<file path="config.mk">
export PLATFORM = sky130hd
export DESIGN_NAME = solver_scheduler
export DESIGN_NICKNAME = d
export VERILOG_FILES = /design/src/rtl/solver_scheduler.sv
export SDC_FILE = /design/constraint.sdc
export NUM_CORES = 1
export LEC_CHECK = 0
export ABC_AREA = 1
export CAP_MARGIN = 10
export CELL_PAD_IN_SITES_DETAIL_PLACEMENT = 0
export CELL_PAD_IN_SITES_GLOBAL_PLACEMENT = 1
export CORE_MARGIN = 4
export CORE_UTILIZATION = 31
export DETAILED_ROUTE_END_ITERATION = 7
export MAX_ROUTING_LAYER = met4
export PLACE_DENSITY = 0.89
export SLEW_MARGIN = 20
export SYNTH_ARGS = -nofsm -noshare
export SYNTH_HDL_FRONTEND = slang
export SYNTH_SLANG_ARGS = --single-unit
</file>
<file path="constraint.sdc">
create_clock -name clk -period 2.32 [get_ports clk]
set_input_delay 0.464 -clock clk [delete_from_list [all_inputs] [get_ports clk]]
set_output_delay 0.464 -clock clk [all_outputs]
set_load 0.03 [all_outputs]
</file>
<file path="src/rtl/solver_scheduler.sv">
// Round-robin scheduler sharing one solver datapath among four requesters, with
// launch, timeout-abort and solver reset sequencing; all outputs are registered.
module solver_scheduler #(
    parameter int unsigned TIMEOUT = 16
) (
    input  logic        clk,
    input  logic        rst,
    input  logic [3:0]  req,
    input  logic [31:0] x_in,
    output logic [3:0]  gnt,
    output logic        solver_start,
    output logic        solver_rst,
    output logic [7:0]  solver_x,
    input  logic        solver_done,
    input  logic [15:0] solver_y,
    output logic [15:0] y_out,
    output logic [3:0]  y_valid,
    output logic [3:0]  err,
    output logic        busy,
    output logic [2:0]  dbg_state
);
    // Handshake: req[i] is held high until the matching one-cycle y_valid[i] or
    // err[i] pulse; the run completes even if req[i] drops while granted.
    typedef enum logic [2:0] {
        S_IDLE   = 3'd0,
        S_LAUNCH = 3'd1,
        S_WAIT   = 3'd2,
        S_RESP   = 3'd3,
        S_ABORT  = 3'd4,
        S_CLEAR  = 3'd5
    } state_t;

    localparam logic [7:0] LAST = 8'(TIMEOUT - 1);

    state_t      state_q, state_d;
    logic [3:0]  gnt_q, gnt_d;
    logic [1:0]  own_q, own_d;
    logic [1:0]  ptr_q, ptr_d;
    logic [7:0]  cnt_q, cnt_d;
    logic [7:0]  solver_x_q, solver_x_d;
    logic [15:0] y_out_q, y_out_d;
    logic [3:0]  y_valid_q, y_valid_d;
    logic [3:0]  err_q, err_d;
    logic        solver_start_q, solver_start_d;
    logic        solver_rst_q, solver_rst_d;
    logic        busy_q, busy_d;

    logic        win_found;
    logic [1:0]  win_idx;
    logic [7:0]  cnt_inc;

    assign cnt_inc = cnt_q + 8'd1;

    always_comb begin
        logic [1:0] idx;
        win_found = 1'b0;
        win_idx   = ptr_q + 2'd1;
        idx       = 2'd0;
        for (int i = 0; i < 4; i++) begin
            idx = ptr_q + 2'(i + 1);
            if (!win_found && req[idx]) begin
                win_found = 1'b1;
                win_idx   = idx;
            end
        end
    end

    always_ff @(posedge clk) begin
        if (rst) begin
            state_q        <= S_IDLE;
            gnt_q          <= 4'd0;
            own_q          <= 2'd0;
            ptr_q          <= 2'd3;
            cnt_q          <= 8'd0;
            solver_x_q     <= 8'd0;
            y_out_q        <= 16'd0;
            y_valid_q      <= 4'd0;
            err_q          <= 4'd0;
            solver_start_q <= 1'b0;
            solver_rst_q   <= 1'b1;
            busy_q         <= 1'b0;
        end else begin
            state_q        <= state_d;
            gnt_q          <= gnt_d;
            own_q          <= own_d;
            ptr_q          <= ptr_d;
            cnt_q          <= cnt_d;
            solver_x_q     <= solver_x_d;
            y_out_q        <= y_out_d;
            y_valid_q      <= y_valid_d;
            err_q          <= err_d;
            solver_start_q <= solver_start_d;
            solver_rst_q   <= solver_rst_d;
            busy_q         <= busy_d;
        end
    end

    // cnt_inc is the 1-based index of the current WAIT cycle, so the abort
    // pulse lands exactly TIMEOUT cycles after solver_start.
    always_comb begin
        state_d = state_q;
        case (state_q)
            S_IDLE:   if (win_found) state_d = S_LAUNCH;
            S_LAUNCH: state_d = S_WAIT;
            S_WAIT: begin
                if (solver_done)          state_d = S_RESP;
                else if (cnt_inc == LAST) state_d = S_ABORT;
            end
            S_RESP:   state_d = S_CLEAR;
            S_ABORT:  state_d = S_CLEAR;
            S_CLEAR:  state_d = S_IDLE;
            default:  state_d = S_IDLE;
        endcase
    end

    always_comb begin
        gnt_d          = gnt_q;
        own_d          = own_q;
        ptr_d          = ptr_q;
        cnt_d          = cnt_q;
        solver_x_d     = solver_x_q;
        y_out_d        = y_out_q;
        solver_start_d = (state_d == S_LAUNCH);
        solver_rst_d   = (state_d == S_CLEAR);
        busy_d         = (state_d != S_IDLE);
        y_valid_d      = (state_d == S_RESP)  ? gnt_q : 4'd0;
        err_d          = (state_d == S_ABORT) ? gnt_q : 4'd0;
        case (state_q)
            S_IDLE: begin
                if (win_found) begin
                    gnt_d      = 4'b0001 << win_idx;
                    own_d      = win_idx;
                    solver_x_d = x_in[{win_idx, 3'b000} +: 8];
                end
            end
            S_LAUNCH: cnt_d = 8'd0;
            S_WAIT: begin
                cnt_d = cnt_inc;
                if (solver_done) y_out_d = solver_y;
            end
            S_RESP, S_ABORT: ptr_d = own_q;
            S_CLEAR: gnt_d = 4'd0;
            default: ;
        endcase
    end

    assign gnt          = gnt_q;
    assign solver_start = solver_start_q;
    assign solver_rst   = solver_rst_q | rst;
    assign solver_x     = solver_x_q;
    assign y_out        = y_out_q;
    assign y_valid      = y_valid_q;
    assign err          = err_q;
    assign busy         = busy_q;
    assign dbg_state    = state_q;
endmodule

</file>
==> results_dict.tcl, run 1 <==
set metrics [dict create \
    clock.fmax_mhz 494.0 \
    place_ws_ns 0.01077 \
    power_density_nw_per_um2 1195 \
    vias 2809 \
    yosys_warnings 0 \
    timing.critical_path.arrival_ns 2.25 \
    dr.first_iter.drc_count 83 \
    final_util 0.4729 \
    drc 0 \
    number_of_global_route_vias_before_repair 2584 \
    p_leak_uw 0.001811 \
    layout.filler_cells 853 \
    hold-path-endpoint "cnt_q[7]" \
    die_x_um 101.8 \
    syn_area_um2 2730 \
    std_cell_rows 33 \
    nets_finish 570 \
    antenna_violating_nets_left 0 \
    min_period_over_period 0.8725 \
    clock_skew_ns 0.006495 \
    syn-instance-count 408 \
    routed_wl_mm 7.225 \
    net_count_after_synthesis 465 \
    max-cap-violations 0 \
    layout-drive-gt1-share 0.09728 \
    startpoint "ptr_q[0]" \
    rr_worst_depth 12 \
    max-slew-margin-rel 0.5849 \
    timing.final.setup_violations 0 \
    clock_tree_from_tritoncts "built" \
    final_design_area_no_fill_um2 3964 \
    floorplan.initialDensity 0.3257 \
    worst_vdd_drop_uv 645.7 \
    min_path_type "flip-flop to flip-flop" \
    dr.pass1.iters 4 \
    holdBufCountCts 0 \
    dieHeight_um 101.8 \
    dp_cells 611 \
    worstSetupPathType "flip-flop to flip-flop" \
    track_usage 0.1408 \
    rr_endpoint "gnt[0]" \
    tritoncts.num_buffers 5 \
    io_buffer_count 96 \
    cp.required_ns 2.54 \
    endpoint_kind "flip-flop" \
    post-route-worst-setup-slack_ns 0.2959 \
    internal-power_uw 2547 \
    grt_max_degree 23 \
    wl_per_cell_um 11.67 \
    hold_path.startpoint "cnt_q[7]" \
    p_sw_frac 0.4624 \
    die_area_um2 10370 \
    cts.path.max_buffers 2 \
    globalRouteOverflowTotal 0 \
    holdPathStages 2 \
    critical_path_peak_fanout 19 \
    ctsResizeCount 0 \
    clock_latency_ns 0.30 \
    crit-reg2reg-launch "ptr_q[0]" \
    reg2reg_setup_slack_ns 0.30 \
    power_switching_uw 2191 \
    clk_pin_slew_ns 0.10 \
    dp_hpwl_mm 5.610 \
    outcome "finished, final reports clean" \
    gp_routability_congestion 0.8575 \
    tightest_slew_ns 0.6219 \
    clk_tree_root_cell "clkbuf_8" \
    grt_setup_unrepaired "no" \
    pwr-share-clk 0.110 \
    power.share.sequential 0.277 \
    clock_sink_count 54 \
    num_antenna_cells 0 \
    area_growth_syn_to_layout_pct 45.19 \
    setup_tns_ns 0 \
    fin_cells 619 \
    period_minus_slack_ns 2.024 \
    drv_slew 0 \
    core_region_area_um2 8382 \
    synthDistinctLibCells 32 \
    timing.final.hold_violations 0 \
    seq_area_frac_synth 0.3960 \
    placedInstanceArea_um2 3877 \
    io-pin-count 97 \
    avgViaCountPerCell 4.538 \
    initial_antenna_violation_count 0 \
    power.share.combinational 0.613 \
    cts.repair_timing.setup_buffer_count 0 \
    synth_seq_cells 54 \
    syn-mean-instance-area_um2 6.691 \
    grt_pass1_wl_mm 11.61 \
    cts-htree-levels 2 \
    worst_setup_path_start_kind "flip-flop" \
]
per-layer routing:
layer	up-vias	global-route usage	wire length [µm]
met5	-	-	0
met4	0	0.02624	28
met3	2	0.03345	441
met2	62	0.2228	3316
met1	1272	0.1859	3439
li1	1473	-	-
worst max-delay path by stage:
stage | endpoint | cells after the start
after global routing | solver_x[5] | 15
after floorplan | y_out[0] | 8
after global placement | gnt[0] | 12
after detailed placement | gnt[0] | 12
after CTS | gnt[0] | 12
final | gnt[0] | 12
sequential cells by signal (all words and copies together) (netlist names), 2 cells and up:
signal / count
dbg_state: 3
ptr_q: 2
own_q: 2
y_valid: 4
gnt: 4
cnt_q: 8
solver_x: 8
err: 4
y_out: 16
logic make-up (layout without fill, tap and decap cells):
logic type / count (synthesis) / after routing / synth area share
adders and majority gates: 2 / 2 / 0.009164
xor gates and xnor gates: 6 / 6 / 0.01925
buffers and inverters: 66 / 172 / 0.1045
DFF: 54 / 54 / 0.3960
AOI/OAI and AO/OA: 37 / 37 / 0.07104
and+or+nand+nor: 243 / 243 / 0.4001
cell usage after synthesis (all sizes together):
cell type | number | area [µm²]
nand2 | 103 | 414.2
nor2 | 78 | 317.8
dfxtp | 54 | 1081
inv | 51 | 193.9
nand3 | 40 | 205.2
o21ai | 21 | 108.9
a21oi | 15 | 78.83
buf | 7 | 61.30
clkbuf | 7 | 26.28
nand3b | 6 | 45.04
nor3 | 6 | 41.29
nand4 | 5 | 37.53
or2 | 5 | 31.28
xor2 | 4 | 35.03
ha | 2 | 25.02
xnor2 | 2 | 17.52
a31oi | 1 | 6.260
clkinv | 1 | 3.750
worst max-delay path, cell delays in order (launching register included):
cell     delay [ns]
dfxtp_1        0.56
inv_4          0.13
nand2_1        0.10
nand2_2        0.10
nand2_1        0.09
nand2_2        0.07
nor2_4         0.12
nand3_1        0.15
nand2_4        0.10
inv_2          0.13
nand2_1        0.13
nand3_1        0.09
nor3_1         0.17
power by group through the flow:
stage / registers (µW) / logic, µW / clock network (µW)
6_report: 1310 / 2900 / 521
5_1_grt: 1340 / 3220 / 574
4_1_cts: 1320 / 2930 / 543
3_5_place_dp: 1330 / 2920 / 0
3_3_place_gp: 1330 / 2880 / 0
2_1_floorplan: 1640 / 1560 / 0
cell type report:
class                           instances  area (µm²)  area share
Timing Repair Buffer                  112        1104      0.2784
Clock inverter                          2       13.76    0.003472
Sequential cell                        54        1081      0.2727
Clock buffer                            6       72.57     0.01831
Tap cell                              105       131.4     0.03314
Multi-Input combinational cell        288        1364      0.3441
Inverter                               52       197.7     0.04987
cells in the final DEF (no fill, tap or decap), types with 3 or more instances in the layout:
cell / n
o21ai_0: 20
nand3_1: 39
clkbuf_8: 5
nand2_1: 94
a21oi_1: 14
nor2_4: 3
or2_2: 5
buf_4: 15
nor3_1: 5
nand2_2: 8
inv_1: 48
nand4_1: 4
nor2_1: 74
xor2_1: 4
nand3b_1: 6
clkdlybuf4s50_1: 95
dfxtp_1: 54
through the flow:
| step | hold WS [ns] | power, µW |
|---|---|---|
| 2_1_floorplan | 0.4430 | 3194 |
| 3_3_place_gp | 0.4583 | 4211 |
| 3_5_place_dp | 0.4698 | 4252 |
| 4_1_cts | 0.4855 | 4784 |
| 5_1_grt | 0.5140 | 5140 |
| 6_report | 0.4817 | 4738 |
Power figures use the tool's default switching activity.
==> inputs of run 2 (changes only) <==
Settings changed: CORE_MARGIN 4 to default.
==> run 2 against run 1 <==
- first-iteration DRC count up 64%
- combinational power about the same
- routed wire length decreased by 2.5%
- critical path depth grew 2
- critical endpoint is now solver_x[2]
- highest routed layer unchanged
==> results_dict.tcl, run 2 (synthesized netlist as in run 1, its figures left out) <==
set metrics [dict create \
    internal-power_uw 2637 \
    largest_register_ffs 16 \
    clock_skew_ns 0.005852 \
    grt_max_degree 23 \
    globalRouteOverflowTotal 0 \
    layout.filler_cells 857 \
    endpoint_kind "flip-flop" \
    cp.required_ns 2.54 \
    dr.first_iter.drc_count 136 \
    antenna_violating_nets_left 0 \
    initial_antenna_violation_count 0 \
    p_sw_frac 0.4561 \
    final_util 0.4744 \
    nets_finish 568 \
    worstSetupPathType "primary input to flip-flop" \
    die_x_um 95.85 \
    timing.final.setup_violations 0 \
    layout-drive-gt1-share 0.09766 \
    wl_per_cell_um 11.42 \
    dr.pass1.iters 4 \
    dp_cells 609 \
    total_area_of_multi_input_combinational_cells_um2 1364 \
    crit_slowest_cell "clkdlybuf4s50_1" \
    max-slew-margin-rel 0.5882 \
    track_usage 0.1683 \
    setup_tns_ns 0 \
    vias 2783 \
    clock_sink_count 54 \
    number_of_global_route_vias_before_repair 2548 \
    pwr-share-clk 0.134 \
    clk_tree_root_cell "clkbuf_8" \
    fin_cells 617 \
    min_period_over_period 0.8734 \
    dp_hpwl_mm 5.277 \
    timing.critical_path.arrival_ns 2.25 \
    final_cell_mix "clkdlybuf4s50_1, nand2_1, nor2_1, dfxtp_1, inv_1" \
    register_area_um2 1082 \
    clock_tree_from_tritoncts "built" \
    num_antenna_cells 0 \
    power_switching_uw 2211 \
    cts.path.max_buffers 2 \
    place_ws_ns -0.04983 \
    clock.fmax_mhz 493.5 \
    std_cell_rows 33 \
    cell_breakdown_of_the_critical_path "clkdlybuf4s50_1, inv_1, nand2_1, nand3_1, nand2_2, nor2_4, nand3_2, nand2_2, nand2_2, buf_4, nand2_1, nand2_1, nor2_1, nor2_1" \
    die_area_um2 9186 \
    critical_path_peak_fanout 10 \
    worst_vdd_drop_uv 572.0 \
    cts-htree-levels 2 \
    slowest_delay_ns 0.44 \
    crit_family "simple AND/OR/NAND/NOR gates" \
    timing.final.hold_violations 0 \
    power_density_nw_per_um2 1219 \
    grt_pass1_wl_mm 11.78 \
    period_minus_slack_ns 2.026 \
    drv_slew 0 \
    power.share.combinational 0.595 \
    worst_setup_path_start_kind "primary input" \
    power.share.sequential 0.272 \
    max-cap-violations 0 \
    min_path_type "flip-flop to flip-flop" \
    grt_setup_unrepaired "no" \
    clock_latency_ns 0.32 \
    p_leak_uw 0.001814 \
    cts.repair_timing.setup_buffer_count 0 \
    gp_routability_congestion 0.8753 \
    routed_wl_mm 7.045 \
    final_common_cell "clkdlybuf4s50_1" \
    io-pin-count 97 \
    clk_pin_slew_ns 0.10 \
    final_design_area_no_fill_um2 3976 \
    avgViaCountPerCell 4.511 \
    area_growth_syn_to_layout_pct 45.65 \
    io_buffer_count 96 \
    placedInstanceArea_um2 3862 \
    crit_buf_inv 3 \
    core_region_area_um2 8382 \
    holdBufCountCts 0 \
    post-route-worst-setup-slack_ns 0.2938 \
    tightest_slew_ns 0.6170 \
    tritoncts.num_buffers 5 \
    dieHeight_um 95.85 \
    floorplan.initialDensity 0.3257 \
    drc 0 \
    outcome "finished, final reports clean" \
]
## run 2: cell types whose count changed in the layout (fill, tap and decap cells not counted), sizes merged
cell    change
buf         -2
clkbuf      -1
clkinv      -1
inv         +1
bufinv      +1
## run 2: metal layers
metal  up-vias  GRT usage  share of wire
met5         -          -              0
met2        71     0.2536           0.44
met4         0    0.03980         0.0091
li1       1474          -              -
met1      1232     0.2279           0.50
met3         6    0.03870          0.051
## run 2: final cells by class
cell class,instances,area share
Multi-Input combinational cell,288,0.3430
Inverter,52,0.04972
Sequential cell,54,0.2722
Tap cell,105,0.03304
Clock buffer,5,0.01731
Timing Repair Buffer,110,0.2738
Clock inverter,3,0.01101
## run 2: tightest hold or removal path, delay by kind of cell (launching register included)
kind | cells | cell delay, ns
AND/OR/NAND/NOR | 1 | 0.06
flip-flops | 1 | 0.32
AO/OA/AOI/OAI | 1 | 0.06
## run 2: per-stage QoR
step	hold WS, ns	power [µW]
after detailed placement	0.4656	4218
after global routing	0.5118	5279
final	0.4808	4847
after CTS	0.4847	4881
after floorplan	0.4430	3194
after global placement	0.4545	4190
## run 2: path summary, 6_finish.rpt
kind	from	end	slack [ns]	depth (start not counted)
hold / removal	own_q[1]	own_q[1]	0.48	2
setup / recovery	req[1]	solver_x[2]	0.29	14
hold reg to reg	own_q[1]	own_q[1]	0.48	2
setup reg to reg	ptr_q[1]	solver_x[2]	0.34	14
## run 2: what timing repair did
| item | 4_1_cts | 5_1_grt |
|---|---|---|
| gates resized for setup | 0 | 1 |
| endpoints found under the hold margin | 0 | 0 |
| setup endpoints to repair | 0 | 3 |
## run 2: power groups by stage
stage	Sequential (µW)	Combinational, µW	Clock (µW)
4_1_cts	1320	2900	670
2_1_floorplan	1640	1560	0
6_report	1320	2880	648
3_3_place_gp	1330	2860	0
5_1_grt	1350	3220	710
3_5_place_dp	1330	2890	0
